`src/rtl/cpu_strap_sampler.sv`:
```
// ---------------------------------------------------------------------------
// cpu_strap_sampler
//  Synchronizes, settles and stability-qualifies the raw CPU socket straps
//  after aux power is good, and presents one latched strap set plus a valid
//  flag. Downstream logic must only evaluate the straps while oStrapValid=1.
//
//  Packed strap vector S[13:0] =
//    {SktOcc_n[1:0], Intr[1:0], ProcID2[1:0], ProcID1[1:0], PkgID2[2:0], PkgID1[2:0]}
//
//  Ports
//    iClk, iRst            clock, asynchronous active-low reset
//    iAuxPwrDone           aux rail good; low returns to IDLE
//    iResample             one-cycle pulse, drop lock and requalify
//    *Raw inputs           asynchronous raw straps (14 bits total)
//    onvCPUSktOcc, ovIntr, ovProcIDCPU1/2, ovPkgIDCPU1/2   latched straps
//    oStrapValid           latched set is qualified
//    oStrapUnstable        sample budget exhausted without lock (sticky)
//    oStrapChanged         one-cycle pulse when synced straps leave the
//                          latched set while locked
//
//  Build option CPU_STRAP_OVERRIDE_EN adds iOvrEn / ivOvrStrap, a
//  synchronous override of the strap outputs; the FSM keeps running.
//
//  state  | meaning
//  IDLE   | aux power not good, outputs at reset values
//  SETTLE | waiting SETTLE_CYCLES for straps to settle
//  SAMPLE | sampling every SAMPLE_GAP cycles, counting matches/tries
//  LOCKED | strap set latched and valid, watching for divergence
//  FAIL   | no stable set within MAX_TRIES samples
// ---------------------------------------------------------------------------
module cpu_strap_sampler #(
   parameter logic [15:0] SETTLE_CYCLES = 16'd2000,
   parameter logic [7:0]  SAMPLE_GAP    = 8'd8,
   parameter logic [3:0]  SAMPLES       = 4'd4,
   parameter logic [7:0]  MAX_TRIES     = 8'd32
) (
   input  logic        iClk,
   input  logic        iRst,
   input  logic        iAuxPwrDone,
   input  logic        iResample,
   input  logic [1:0]  invCPUSktOccRaw,
   input  logic [1:0]  ivIntrRaw,
   input  logic [1:0]  ivProcIDCPU1Raw,
   input  logic [1:0]  ivProcIDCPU2Raw,
   input  logic [2:0]  ivPkgIDCPU1Raw,
   input  logic [2:0]  ivPkgIDCPU2Raw,
`ifdef CPU_STRAP_OVERRIDE_EN
   input  logic        iOvrEn,
   input  logic [13:0] ivOvrStrap,
`endif
   output logic [1:0]  onvCPUSktOcc,
   output logic [1:0]  ovIntr,
   output logic [1:0]  ovProcIDCPU1,
   output logic [1:0]  ovProcIDCPU2,
   output logic [2:0]  ovPkgIDCPU1,
   output logic [2:0]  ovPkgIDCPU2,
   output logic        oStrapValid,
   output logic        oStrapUnstable,
   output logic        oStrapChanged
);

   // Sockets read as empty (active-low occupied) when nothing is qualified.
   localparam logic [13:0] STRAP_RST = 14'h3C00;

   typedef enum logic [2:0] {
      ST_IDLE, ST_SETTLE, ST_SAMPLE, ST_LOCKED, ST_FAIL
   } state_t;

   state_t      state;
   logic [13:0] rawStrap, syncQ1, syncQ2, refStrap, latStrap;
   logic [15:0] settleCnt;
   logic [7:0]  gapCnt;
   logic [3:0]  matchCnt;
   logic [7:0]  triesCnt;
   logic        valid, unstable, changed, chgArmed;

   logic        firstSample;
   logic [3:0]  matchNext;
   logic [7:0]  triesNext;

   assign rawStrap = {invCPUSktOccRaw, ivIntrRaw, ivProcIDCPU2Raw, ivProcIDCPU1Raw,
                      ivPkgIDCPU2Raw, ivPkgIDCPU1Raw};

   // matchCnt==0 marks "no reference yet"; the first sample is not a try.
   assign firstSample = (matchCnt == 4'd0);

   always_comb begin
      matchNext = 4'd1;
      if (!firstSample && (syncQ2 == refStrap))
         matchNext = (matchCnt == 4'hF) ? matchCnt : matchCnt + 4'd1;
      triesNext = triesCnt;
      if (!firstSample && (triesCnt != 8'hFF))
         triesNext = triesCnt + 8'd1;
   end

   always_ff @(posedge iClk or negedge iRst) begin
      if (!iRst) begin
         state     <= ST_IDLE;
         syncQ1    <= STRAP_RST;
         syncQ2    <= STRAP_RST;
         refStrap  <= '0;
         latStrap  <= STRAP_RST;
         settleCnt <= '0;
         gapCnt    <= '0;
         matchCnt  <= '0;
         triesCnt  <= '0;
         valid     <= 1'b0;
         unstable  <= 1'b0;
         changed   <= 1'b0;
         chgArmed  <= 1'b1;
      end else begin
         syncQ1  <= rawStrap;
         syncQ2  <= syncQ1;
         changed <= 1'b0;
         if (!iAuxPwrDone) begin
            state     <= ST_IDLE;
            latStrap  <= STRAP_RST;
            settleCnt <= '0;
            gapCnt    <= '0;
            matchCnt  <= '0;
            triesCnt  <= '0;
            valid     <= 1'b0;
            unstable  <= 1'b0;
            chgArmed  <= 1'b1;
         end else if (iResample && (state != ST_IDLE)) begin
            // Straps keep their last values; only the qualification restarts.
            state     <= ST_SETTLE;
            settleCnt <= SETTLE_CYCLES - 16'd1;
            gapCnt    <= '0;
            matchCnt  <= '0;
            triesCnt  <= '0;
            valid     <= 1'b0;
            unstable  <= 1'b0;
            chgArmed  <= 1'b1;
         end else begin
            case (state)
               ST_IDLE: begin
                  state     <= ST_SETTLE;
                  settleCnt <= SETTLE_CYCLES - 16'd1;
               end
               ST_SETTLE: begin
                  if (settleCnt == 16'd0) begin
                     state  <= ST_SAMPLE;
                     gapCnt <= '0;
                  end else begin
                     settleCnt <= settleCnt - 16'd1;
                  end
               end
               ST_SAMPLE: begin
                  if (gapCnt != 8'd0) begin
                     gapCnt <= gapCnt - 8'd1;
                  end else begin
                     gapCnt   <= SAMPLE_GAP - 8'd1;
                     refStrap <= syncQ2;
                     matchCnt <= matchNext;
                     triesCnt <= triesNext;
                     // Lock wins over exhaustion on the same sample.
                     if (matchNext >= SAMPLES) begin
                        state    <= ST_LOCKED;
                        latStrap <= syncQ2;
                        chgArmed <= 1'b1;
                     end else if (!firstSample && (triesNext >= MAX_TRIES)) begin
                        state    <= ST_FAIL;
                        latStrap <= STRAP_RST;
                        unstable <= 1'b1;
                     end
                  end
               end
               ST_LOCKED: begin
                  valid <= 1'b1;
                  // One pulse per divergence episode; re-armed on re-match.
                  if (syncQ2 != latStrap) begin
                     changed  <= chgArmed;
                     chgArmed <= 1'b0;
                  end else begin
                     chgArmed <= 1'b1;
                  end
               end
               ST_FAIL: begin
                  valid    <= 1'b0;
                  unstable <= 1'b1;
               end
               default: state <= ST_IDLE;
            endcase
         end
      end
   end

`ifdef CPU_STRAP_OVERRIDE_EN
   logic        ovrEnQ;
   logic [13:0] ovrStrapQ;

   always_ff @(posedge iClk or negedge iRst) begin
      if (!iRst) begin
         ovrEnQ    <= 1'b0;
         ovrStrapQ <= '0;
      end else begin
         ovrEnQ    <= iOvrEn;
         ovrStrapQ <= ivOvrStrap;
      end
   end

   assign {onvCPUSktOcc, ovIntr, ovProcIDCPU2, ovProcIDCPU1, ovPkgIDCPU2, ovPkgIDCPU1} =
          ovrEnQ ? ovrStrapQ : latStrap;
   assign oStrapValid    = ovrEnQ | valid;
   assign oStrapChanged  = changed & ~ovrEnQ;
   assign oStrapUnstable = unstable;
`else
   assign {onvCPUSktOcc, ovIntr, ovProcIDCPU2, ovProcIDCPU1, ovPkgIDCPU2, ovPkgIDCPU1} = latStrap;
   assign oStrapValid    = valid;
   assign oStrapChanged  = changed;
   assign oStrapUnstable = unstable;
`endif

endmodule
```
`config.mk`:
```
export PLATFORM = sky130hd
export DESIGN_NAME = cpu_strap_sampler
export DESIGN_NICKNAME = d
export VERILOG_FILES = /design/src/rtl/cpu_strap_sampler.sv
export SDC_FILE = /design/constraint.sdc
export NUM_CORES = 1
export LEC_CHECK = 0
export BUFFER_PORTS_ARGS = -buffer_cell sky130_fd_sc_hd__buf_2
export CAP_MARGIN = 5
export CORE_MARGIN = 3
export CORE_UTILIZATION = 50
export DETAILED_ROUTE_END_ITERATION = 16
export HOLD_SLACK_MARGIN = 0.12
export PLACE_DENSITY = 0.65
export SLEW_MARGIN = 10
export SYNTH_ARGS = -nofsm -noshare
export SYNTH_HDL_FRONTEND = slang
export SYNTH_SLANG_ARGS = --single-unit
```
`constraint.sdc`:
```
create_clock -name iClk -period 3.9 [get_ports iClk]
set_input_delay 0.195 -clock iClk [delete_from_list [all_inputs] [get_ports iClk]]
set_output_delay 0.195 -clock iClk [all_outputs]
set_load 0.02 [all_outputs]
```
# Yosys cells after proc, flatten, opt, wreduce, memory -nomap -nowiden
# Index checks and enable logic that the tools add are counted.
[word_totals] in_bits=18 wordCells=119 output_inout_bits=17 reg_bits=99
[op_classes] n_addsub=4 reduce_logical=19 n_eq_ne=27 mux=52 magnitude_cmp=2 bitwise=2
[op_table] op="14-bit 2-to-1 mux" count=6
[op_table] op="8-bit 2-to-1 mux" count=9
[op_table] op="16-bit 2-to-1 mux" count=3
[op_table] op="16-bit one-hot mux with 2 select lines" count=1
[op_table] op="4-bit 2-to-1 mux" count=6
[op_table] op="4-bit != test (second input constant)" count=6
[op_table] op="4-bit by 1-bit != test with 1-bit output (second input constant)" count=5
[op_table] op="3-bit 2-to-1 mux" count=6
[op_table] op="16-bit logical NOT" count=1
[op_table] op="1-bit 2-to-1 mux" count=16
[op_table] op="8-bit one-hot mux with 2 select lines" count=1
[op_table] op="4-bit AND reduction" count=4
[op_table] op="16-bit by 1-bit subtractor with 16-bit output (second input constant)" count=1
[op_table] op="14-bit equality test" count=1
[op_table] op="14-bit != test" count=1
[op_table] op="3-bit one-hot mux with 4 select lines" count=1
[op_table] op="8-bit by 1-bit adder with 8-bit output (second input constant)" count=1
[op_table] op="8-bit by 6-bit >= comparator with 1-bit output (second input constant)" count=1
[op_table] op="8-bit != test (second input constant)" count=1
[op_table] op="8-bit nonzero test" count=1
[op_table] op="8-bit by 1-bit subtractor with 8-bit output (second input constant)" count=1
[op_table] op="3-bit by 2-bit equality test with 1-bit output (second input constant)" count=2
[op_table] op="3-bit by 1-bit != test with 1-bit output (second input constant)" count=2
[op_table] op="1-bit one-hot mux with 2 select lines" count=3
[op_table] op="19 further kinds" count=26

# Logic depth before layout (Yosys ltp)
# Gate-level depths: netlist of the first run.
[logic_depth] word_depth=12 ltp_mapped=10 depth_no_buf=8

# Worst setup path after synthesis of the first run
# No wires, ideal clock.
[synth_timing] kind="register to register" from="register settleCnt[0]" to="register settleCnt[10]" path_buffers=2 path_stages_with_launch=10 period_less_slack_ns=2.488 required_time_ns=3.777 setup_time_ns=0.123 arrival_ns=2.365 setup_slack_ns=1.412 path_cell_list="dfrtp_1 -> inv_1 -> ha_1 -> or3b_1 -> or4_1 -> buf_2 -> o31ai_4 -> nand2_2 -> buf_6 -> o221a_2"
[synth_via] elab_chain_len=5 word_cells_on_any_way=8 classes_between="1 x add/sub; 1 x eq/ne; 4 x mux; 2 x reduce/logical"
[synth_lines] element="from (decl)" line="71" text="logic [15:0] settleCnt;"
[synth_lines] element="from (signal assigned)" line="128" text="settleCnt <= SETTLE_CYCLES - 16'd1;"
[synth_lines] element="from (signal assigned)" line="139" text="settleCnt <= SETTLE_CYCLES - 16'd1;"
[synth_lines] element="from (signal assigned)" line="146" text="settleCnt <= settleCnt - 16'd1;"
[synth_lines] element="16-bit by 1-bit subtractor with 16-bit output" line="146"
[synth_lines] element="16-bit 2-to-1 mux" line="142" text="if (settleCnt == 16'd0) begin"
[synth_lines] element="16-bit one-hot mux with 2 select lines" line="136" text="case (state)"
[synth_lines] element="16-bit 2-to-1 mux" line="125" text="end else if (iResample && (state != ST_IDLE)) begin"
[synth_lines] element="16-bit 2-to-1 mux" line="115" text="if (!iAuxPwrDone) begin"
# Parallel ways exist; a longest one is shown, timed or not. The select of a mux whose other input is x is not followed.
# A chain may end at the register's enable or synchronous reset.

# Final worst setup path of the first run
[layout_timing] from="register settleCnt[0]" to="register settleCnt[2]"
# The elaborated chain is that of the path after synthesis.

==> results of run 1 <==
-- sequential cells by signal, indices dropped and copies added, names as in the netlist --
register and flops:
chgArmed 1, refStrap 14, settleCnt 16, syncQ1 14, state 3, triesCnt 8
syncQ2 14, oStrapValid 1, gapCnt 8, oStrapChanged 1, oStrapUnstable 1, latStrap 14
matchCnt 4
-- cell type report --
| type | count | area share [%] |
|---|---|---|
| clock buffer | 9 | 2.35 |
| clock inverter | 7 | 1.69 |
| inverter | 19 | 1.35 |
| multi-input combinational | 287 | 38.1 |
| sequential | 99 | 47.4 |
| tap | 108 | 2.57 |
| timing repair buffer | 52 | 6.56 |
-- per-layer routing --
layer	routed length, um	global-route usage, %	part of all wire, %	vias up
met1	4630	27.4	51	1630
met3	255	4.44	2.8	10
met4	113	5.45	1.2	2
met2	4130	28.6	45	50
met5	18	0	0.20	-
li1	-	-	-	1599
-- power groups by stage --
stage | logic (mW) | registers, mW | clock network, mW
global placement | 0.455 | 1.26 | 0
detailed placement | 0.467 | 1.27 | 0
finish | 0.477 | 1.25 | 0.674
global route | 0.539 | 1.26 | 0.733
CTS | 0.481 | 1.25 | 0.697
floorplan | 0.371 | 1.24 | 0
-- how the worst max path moves through the flow --
stage | start | end | depth (start not counted)
after floorplan | settleCnt[0]$_DFFE_PN0P_ | settleCnt[10]$_DFFE_PN0P_ | 9
after global placement | settleCnt[0]$_DFFE_PN0P_ | settleCnt[10]$_DFFE_PN0P_ | 7
after detailed placement | settleCnt[0]$_DFFE_PN0P_ | settleCnt[10]$_DFFE_PN0P_ | 7
after CTS | settleCnt[0]$_DFFE_PN0P_ | settleCnt[2]$_DFFE_PN0P_ | 7
after global routing | settleCnt[0]$_DFFE_PN0P_ | settleCnt[9]$_DFFE_PN0P_ | 8
final | settleCnt[0]$_DFFE_PN0P_ | settleCnt[2]$_DFFE_PN0P_ | 7
-- what timing repair did --
| action | CTS | global route |
|---|---|---|
| endpoints found under the hold margin | 77 | 0 |
| hold buffers | 15 | 0 |
| resized for setup | 0 | 0 |
-- Yosys cell counts, types with 5 or more instances --
master and n:
a21oi_1 19, a22o_1 10, a22oi_1 6, and2_1 6, and3_1 6, clkbuf_1 7, dfrtp_1 86, dfstp_2 13
ha_1 6, inv_1 19, mux2_2 14, nand2_1 24, nand2b_1 5, nand3_1 10, nand4_1 8, nor2_1 31
nor3_1 13, o21ai_0 17, o221a_2 5, o31ai_1 7, xnor2_1 12, xor2_1 31
-- worst max-delay path, cell delays in order, from the launching register on --
cell and delay, ps:
dfrtp_1 400, inv_1 90, ha_1 180, or3b_1 380, or4_1 580, o31ai_4 430, nand2_2 220, o221a_2 350
-- cells by family (layout without fill, tap and decap cells) --
kind of cell	count (synthesis)	count (layout)	synth area share, %
simple gates	131	131	15.2
compound gates	92	92	14.7
buf+inv	32	87	3.02
mux	15	15	3.61
fa+ha+maj	6	6	1.62
flops	99	99	53.7
xor+xnor	43	43	8.12
-- through the flow --
step                      hold slack (ps)  area (um^2)  total power, mW
after global placement                300         4900             1.71
after CTS                             183         5260             2.42
after detailed placement              301         4900             1.73
final                                 217         5260             2.40
after global routing                  212         5260             2.53
after floorplan                      -101         4640             1.61
==> run_results.csv, run 1 <==
group,metric,value,unit
status,outcome,"completed",
clocking,cts_buffer_depth,2,
floorplanning,rows,34,
min_path,hold_depth,2,
sta,fin_tns_setup,0,ps
drt,drt_iter0_drc,125,
worst_setup_path,cp-start-kind,"flop",
power,switching_share,32.4,%
cells_and_area,seq_area,2490,um^2
synthesis,synth-main-ff-cell,"dfrtp_1",
floorplanning,die_area,10500,um^2
worst_setup_path,r2r_setup_slack,1160,ps
power,comb_power_share,19.9,%
drt,drcViolationCount,0,
grt,overflow,0,
clocking,cts_tree,"yes",
power,switching_power,777,uW
grt,grt_pass1_wl,15500,um
power,pwr-share-clk,28.1,%
clocking,h-tree-depth,3,
clocking,cts_buffers,9,
power,p_seq_share,52.0,%
drt,wl_per_cell,15.7,um
synthesis,seq_area_frac_synth,53.7,%
grt,grt.total_usage,18.9,%
sta,fmax,364,MHz
synthesis,yosysTopAreaCell,"dfrtp_1",
sta,layout_worst_path_cycle_share,70.4,%
synthesis,synth_edf_count,0,
floorplanning,ioPinCount,35,
drt,firstDrtPassIters,4,
cells_and_area,layout_commonest_cell,"dfrtp_1",
cells_and_area,final_cell_mix,"dfrtp_1 (86), buf_2 (33), xor2_1 (31), nor2_1 (31), nand2_1 (24)",
power,pwr_density_cell,455,nW/um^2
worst_setup_path,required,4170,ps
power,leakage,2.38,nW
worst_setup_path,crit_type,"reg -> reg",
synthesis,ys_types,57,
drt,dr_total_vias,3291,
sta,setup_viol,0,
synthesis,ys_seq_elements,99,
sta,finalHoldViolCount,0,
min_path,whs_endpoint,"settleCnt[3]$_DFFE_PN0P_",
sta,grt_setup_unrepaired,"no",
synthesis,ys_async_sr_fraction,100,%
synthesis,syn_nets,442,
worst_setup_path,rr_worst_depth,7,
synthesis,synthDominantCellAreaShare,46.4,%
worst_setup_path,r2r-end,"settleCnt[2]$_DFFE_PN0P_",
sta,slew_viol_final,0,
sta,fin_ws,1160,ps
run,drv_cap,0,
clocking,post_cts_buffers,0,
grt,antenna_found_initial,1,
cells_and_area,drive_gt1_share,20.7,%
floorplanning,die_width,102,um
power,internal_power,1.62,mW
power,ir_drop,0.000263,V
worst_setup_path,worst_setup_path_end_kind,"flop",
placement,io_buffers,34,
synthesis,syn_area_per_cell,11.1,um^2
cells_and_area,layoutNonFillerInstCount,581,
cells_and_area,multi_input_comb_area,2010,um^2
cells_and_area,final_util,59.5,%
placement,dp_hpwl,6300,um
placement,dp_slack,1150,ps
clocking,clock-sinks,99,
synthesis,synthTopCellsByArea,"dfrtp_1 (46%), dfstp_2 (7.4%), xor2_1 (5.9%), mux2_2 (3.4%), nor2_1 (2.5%)",
clocking,clk_pin_slew,110,ps
clocking,cts-root-buf,"clkbuf_8",
floorplanning,dieHeight,102,um
sta,min_period,2740,ps
sta,slew_headroom,37.0,%
grt,grt_pass1_vias,3248,
drt,ant_nets,0,
placement,place_inst,550,
sta,worst_pin_slew,945,ps
placement,gp_congestion,0.869,
cells_and_area,fill_cells,758,
cells_and_area,syn_to_final_growth,13.5,%
worst_setup_path,r2r-start,"settleCnt[0]$_DFFE_PN0P_",
cells_and_area,num_antenna_cells,0,
sta,final.setup_skew,14.8,ps
cells_and_area,final_nets,492,
floorplanning,core_area,8850,um^2
worst_setup_path,path_max_fanout,11,
drt,avgViaCountPerCell,5.66,
min_path,hp-class,"in -> reg",
drt,wl,9150,um
clocking,clk_latency,370,ps
floorplanning,start_util,52.4,%
grt,grt_max_degree,77,
synthesis,syn_area,4640,um^2
synthesis,syn_inst,418,
synthesis,ys_warn_count,0,
min_path,hp-start,"iAuxPwrDone",
worst_setup_path,critical_path_arrival,3020,ps
Note: power is estimated with default switching activity, not from simulation.
==> inputs of run 2 (changes only) <==
--- a/config.mk
+++ b/config.mk
@@ -5,13 +5,14 @@
 export SDC_FILE = /design/constraint.sdc
 export NUM_CORES = 1
 export LEC_CHECK = 0
+export ABC_AREA = 1
 export BUFFER_PORTS_ARGS = -buffer_cell sky130_fd_sc_hd__buf_2
 export CAP_MARGIN = 5
 export CORE_MARGIN = 3
 export CORE_UTILIZATION = 50
 export DETAILED_ROUTE_END_ITERATION = 16
 export HOLD_SLACK_MARGIN = 0.12
-export PLACE_DENSITY = 0.65
+export PLACE_DENSITY = 0.68
 export SLEW_MARGIN = 10
 export SYNTH_ARGS = -nofsm -noshare
 export SYNTH_HDL_FRONTEND = slang
==> constraint.sdc (replaced) <==
create_clock -name iClk -period 2.5 [get_ports iClk]
set_input_delay 0.125 -clock iClk [delete_from_list [all_inputs] [get_ports iClk]]
set_output_delay 0.125 -clock iClk [all_outputs]
set_load 0.02 [all_outputs]
==> run 2 against run 1 <==
  * Synthesized area increased by 12%
  * Setup slack got worse by 840 ps
  * Die area grew 11%
  * Largest cell class unchanged
==> run_results.csv, run 2 <==
group,metric,value,unit
status,outcome,"completed",
placement,gp_congestion,0.831,
floorplanning,core_area,9910,um^2
synthesis,yosysTopAreaCell,"dfrtp_1",
grt,grt_pass1_wl,19400,um
cells_and_area,final_cell_mix,"nand2_1 (170), inv_1 (90), dfrtp_1 (86), nor2_1 (60), o21ai_0 (41)",
placement,place_inst,818,
synthesis,synth_edf_count,0,
drt,avgViaCountPerCell,5.10,
worst_setup_path,worst_setup_path_end_kind,"flop",
floorplanning,start_util,52.3,%
sta,min_period,2180,ps
worst_setup_path,cp_slowest_cell,"dfrtp_1",
sta,fin_ws,320,ps
synthesis,ys_types,39,
synthesis,yosysMostFrequentCell,"nand2_1",
clocking,clock-sinks,99,
cells_and_area,top_register,"settleCnt",
synthesis,synthTopCellsByArea,"dfrtp_1 (42%), nand2_1 (12%), dfstp_2 (6.6%), inv_1 (6.5%), nor2_1 (4.3%)",
floorplanning,dieHeight,108,um
run,drv_cap,0,
worst_setup_path,crit_chain,"inv_1 -> ha_1 -> nand2_1 -> nor2_1 -> nand3_1 -> nor2_1 -> nand3_1 -> nand2_1 -> nand2_2 -> nand2_1 -> o21ai_0",
sta,layout_worst_path_cycle_share,87.2,%
sta,slew_viol_final,0,
synthesis,netlist_top_cells_count,"nand2_1 (170), inv_1 (90), dfrtp_1 (86)",
sta,finalHoldViolCount,0,
clocking,cts-root-buf,"clkbuf_8",
worst_setup_path,required,2760,ps
floorplanning,ioPinCount,35,
synthesis,ys_seq_elements,99,
synthesis,syn_nets,678,
cells_and_area,drive_gt1_share,16.8,%
cells_and_area,syn_to_final_growth,13.2,%
sta,final.setup_skew,7.49,ps
synthesis,seq_area_frac_synth,48.1,%
drt,ant_nets,0,
cells_and_area,layoutNonFillerInstCount,849,
clocking,cts_resized,0,
synthesis,synthDominantCellAreaShare,41.5,%
clocking,clk_latency,380,ps
synthesis,syn_area_per_cell,7.93,um^2
clocking,cts_tree,"yes",
sta,fin_tns_setup,0,ps
floorplanning,rows,36,
sta,grt_setup_unrepaired,"no",
worst_setup_path,cp-start-kind,"flop",
drt,drcViolationCount,0,
power,power.total,3.89,mW
sta,worst_pin_slew,903,ps
clocking,clk_pin_slew,100,ps
grt,grt_pass1_vias,4197,
clocking,cts_buffer_depth,2,
drt,wl,11100,um
power,pwr_density_cell,663,nW/um^2
synthesis,synth-main-ff-cell,"dfrtp_1",
drt,dr_total_vias,4333,
sta,fmax,459,MHz
grt,overflow,0,
sta,slew_headroom,39.2,%
floorplanning,die_width,108,um
worst_setup_path,path_buf_inv,1,
sta,setup_viol,0,
worst_setup_path,crit_type,"reg -> reg",
synthesis,ys_warn_count,0,
grt,grt.total_usage,21.2,%
drt,drt_iter0_drc,278,
drt,firstDrtPassIters,6,
placement,io_buffers,34,
synthesis,ys_async_sr_fraction,100,%
cells_and_area,num_antenna_cells,0,
cells_and_area,largest_register_ff_count,16,
min_path,hp-class,"in -> reg",
cells_and_area,final_nets,735,
placement,dp_hpwl,7940,um
synthesis,syn_inst,654,
worst_setup_path,crit_top_cell,"nand2_1",
synthesis,syn_area,5180,um^2
cells_and_area,layout_commonest_cell,"nand2_1",
worst_setup_path,critical_path_arrival,2440,ps
grt,grt_max_degree,100,
worst_setup_path,cpPeakStageDelay,370,ps
clocking,hold_buffers,15,
floorplanning,die_area,11600,um^2
power,leakage,2.86,nW
grt,antenna_found_initial,0,
clocking,cts_buffers,9,
sta,fin_hold_ws,172,ps
worst_setup_path,cpLargestDelayFamily,"simple AND/OR/NAND/NOR gates",
worst_setup_path,path_max_fanout,17,
placement,dp_slack,353,ps
power,ir_drop,0.000486,V
clocking,h-tree-depth,3,
drt,wl_per_cell,13.0,um
clocking,post_cts_buffers,0,
run 2: cell types whose count changed after synthesis, sizes merged, moves of 8 or more:
cell,change
o22ai,+12
o21ai,+28
xnor2,-9
o31ai,-8
a22o,-10
inv,+79
xor2,-17
mux2,-14
nor3,+10
nand2,+154
nor2,+50
nand3,+29
run 2: kinds of logic after synthesis:
group | share of synthesized area [%]
buffers and inverters | 8.40
adders and majority gates | 1.45
xor gates and xnor gates | 2.87
AOI/OAI and AO/OA | 9.36
DFF | 48.1
and+or+nand+nor | 29.8
run 2: report_power, final:
part           switching (mW)  internal [mW]
logic                   0.630          0.329
clock network           0.600          0.412
registers               0.140           1.78
total                    1.37           2.52
run 2: worst paths after layout:
path                                          start                        end  slack (ps)  cells past startpoint
setup / recovery           settleCnt[0]$_DFFE_PN0P_   settleCnt[7]$_DFFE_PN0P_         320                     11
hold / removal                            iResample  settleCnt[10]$_DFFE_PN0P_         170                      5
setup reg to reg           settleCnt[0]$_DFFE_PN0P_   settleCnt[7]$_DFFE_PN0P_         320                     11
hold reg to reg                 syncQ1[6]$_DFF_PN0_        syncQ2[6]$_DFF_PN0_         350                      0
max in group asynchronous                      iRst       chgArmed$_DFFE_PN1P_        1760                      3
min in group asynchronous                      iRst    matchCnt[2]$_DFFE_PN0P_         340                      3
run 2: final cells by class:
type,instances,area (um^2)
Fill cell,920,4040
Clock inverter,6,55.1
Multi-Input combinational cell,447,2260
Timing Repair Buffer,56,388
Sequential cell,99,2490
Tap cell,133,166
Clock buffer,10,138
Inverter,98,370
run 2: per-layer routing:
metal	up-vias	track usage (%)	wire (um)
met2	120	33.7	5120
met4	0	6.58	187
li1	2191	-	-
met5	-	0	0
met1	2006	28.4	5220
met3	16	5.28	546
run 2: metrics by stage:
step                cell area (um^2)  util (%)
floorplan                       5180         -
global placement                5520      55.7
detailed placement              5520      55.7
CTS                             5870      59.2
global route                    5870      59.2
finish                          5870      59.2
run 2: tightest hold or removal path, delay by kind of cell:
| kind | cells | cell delay, ps |
|---|---|---|
| and+or+nand+nor | 3 | 220 |
| AOI/OAI and AO/OA | 1 | 70 |
| buffers and inverters | 1 | 110 |
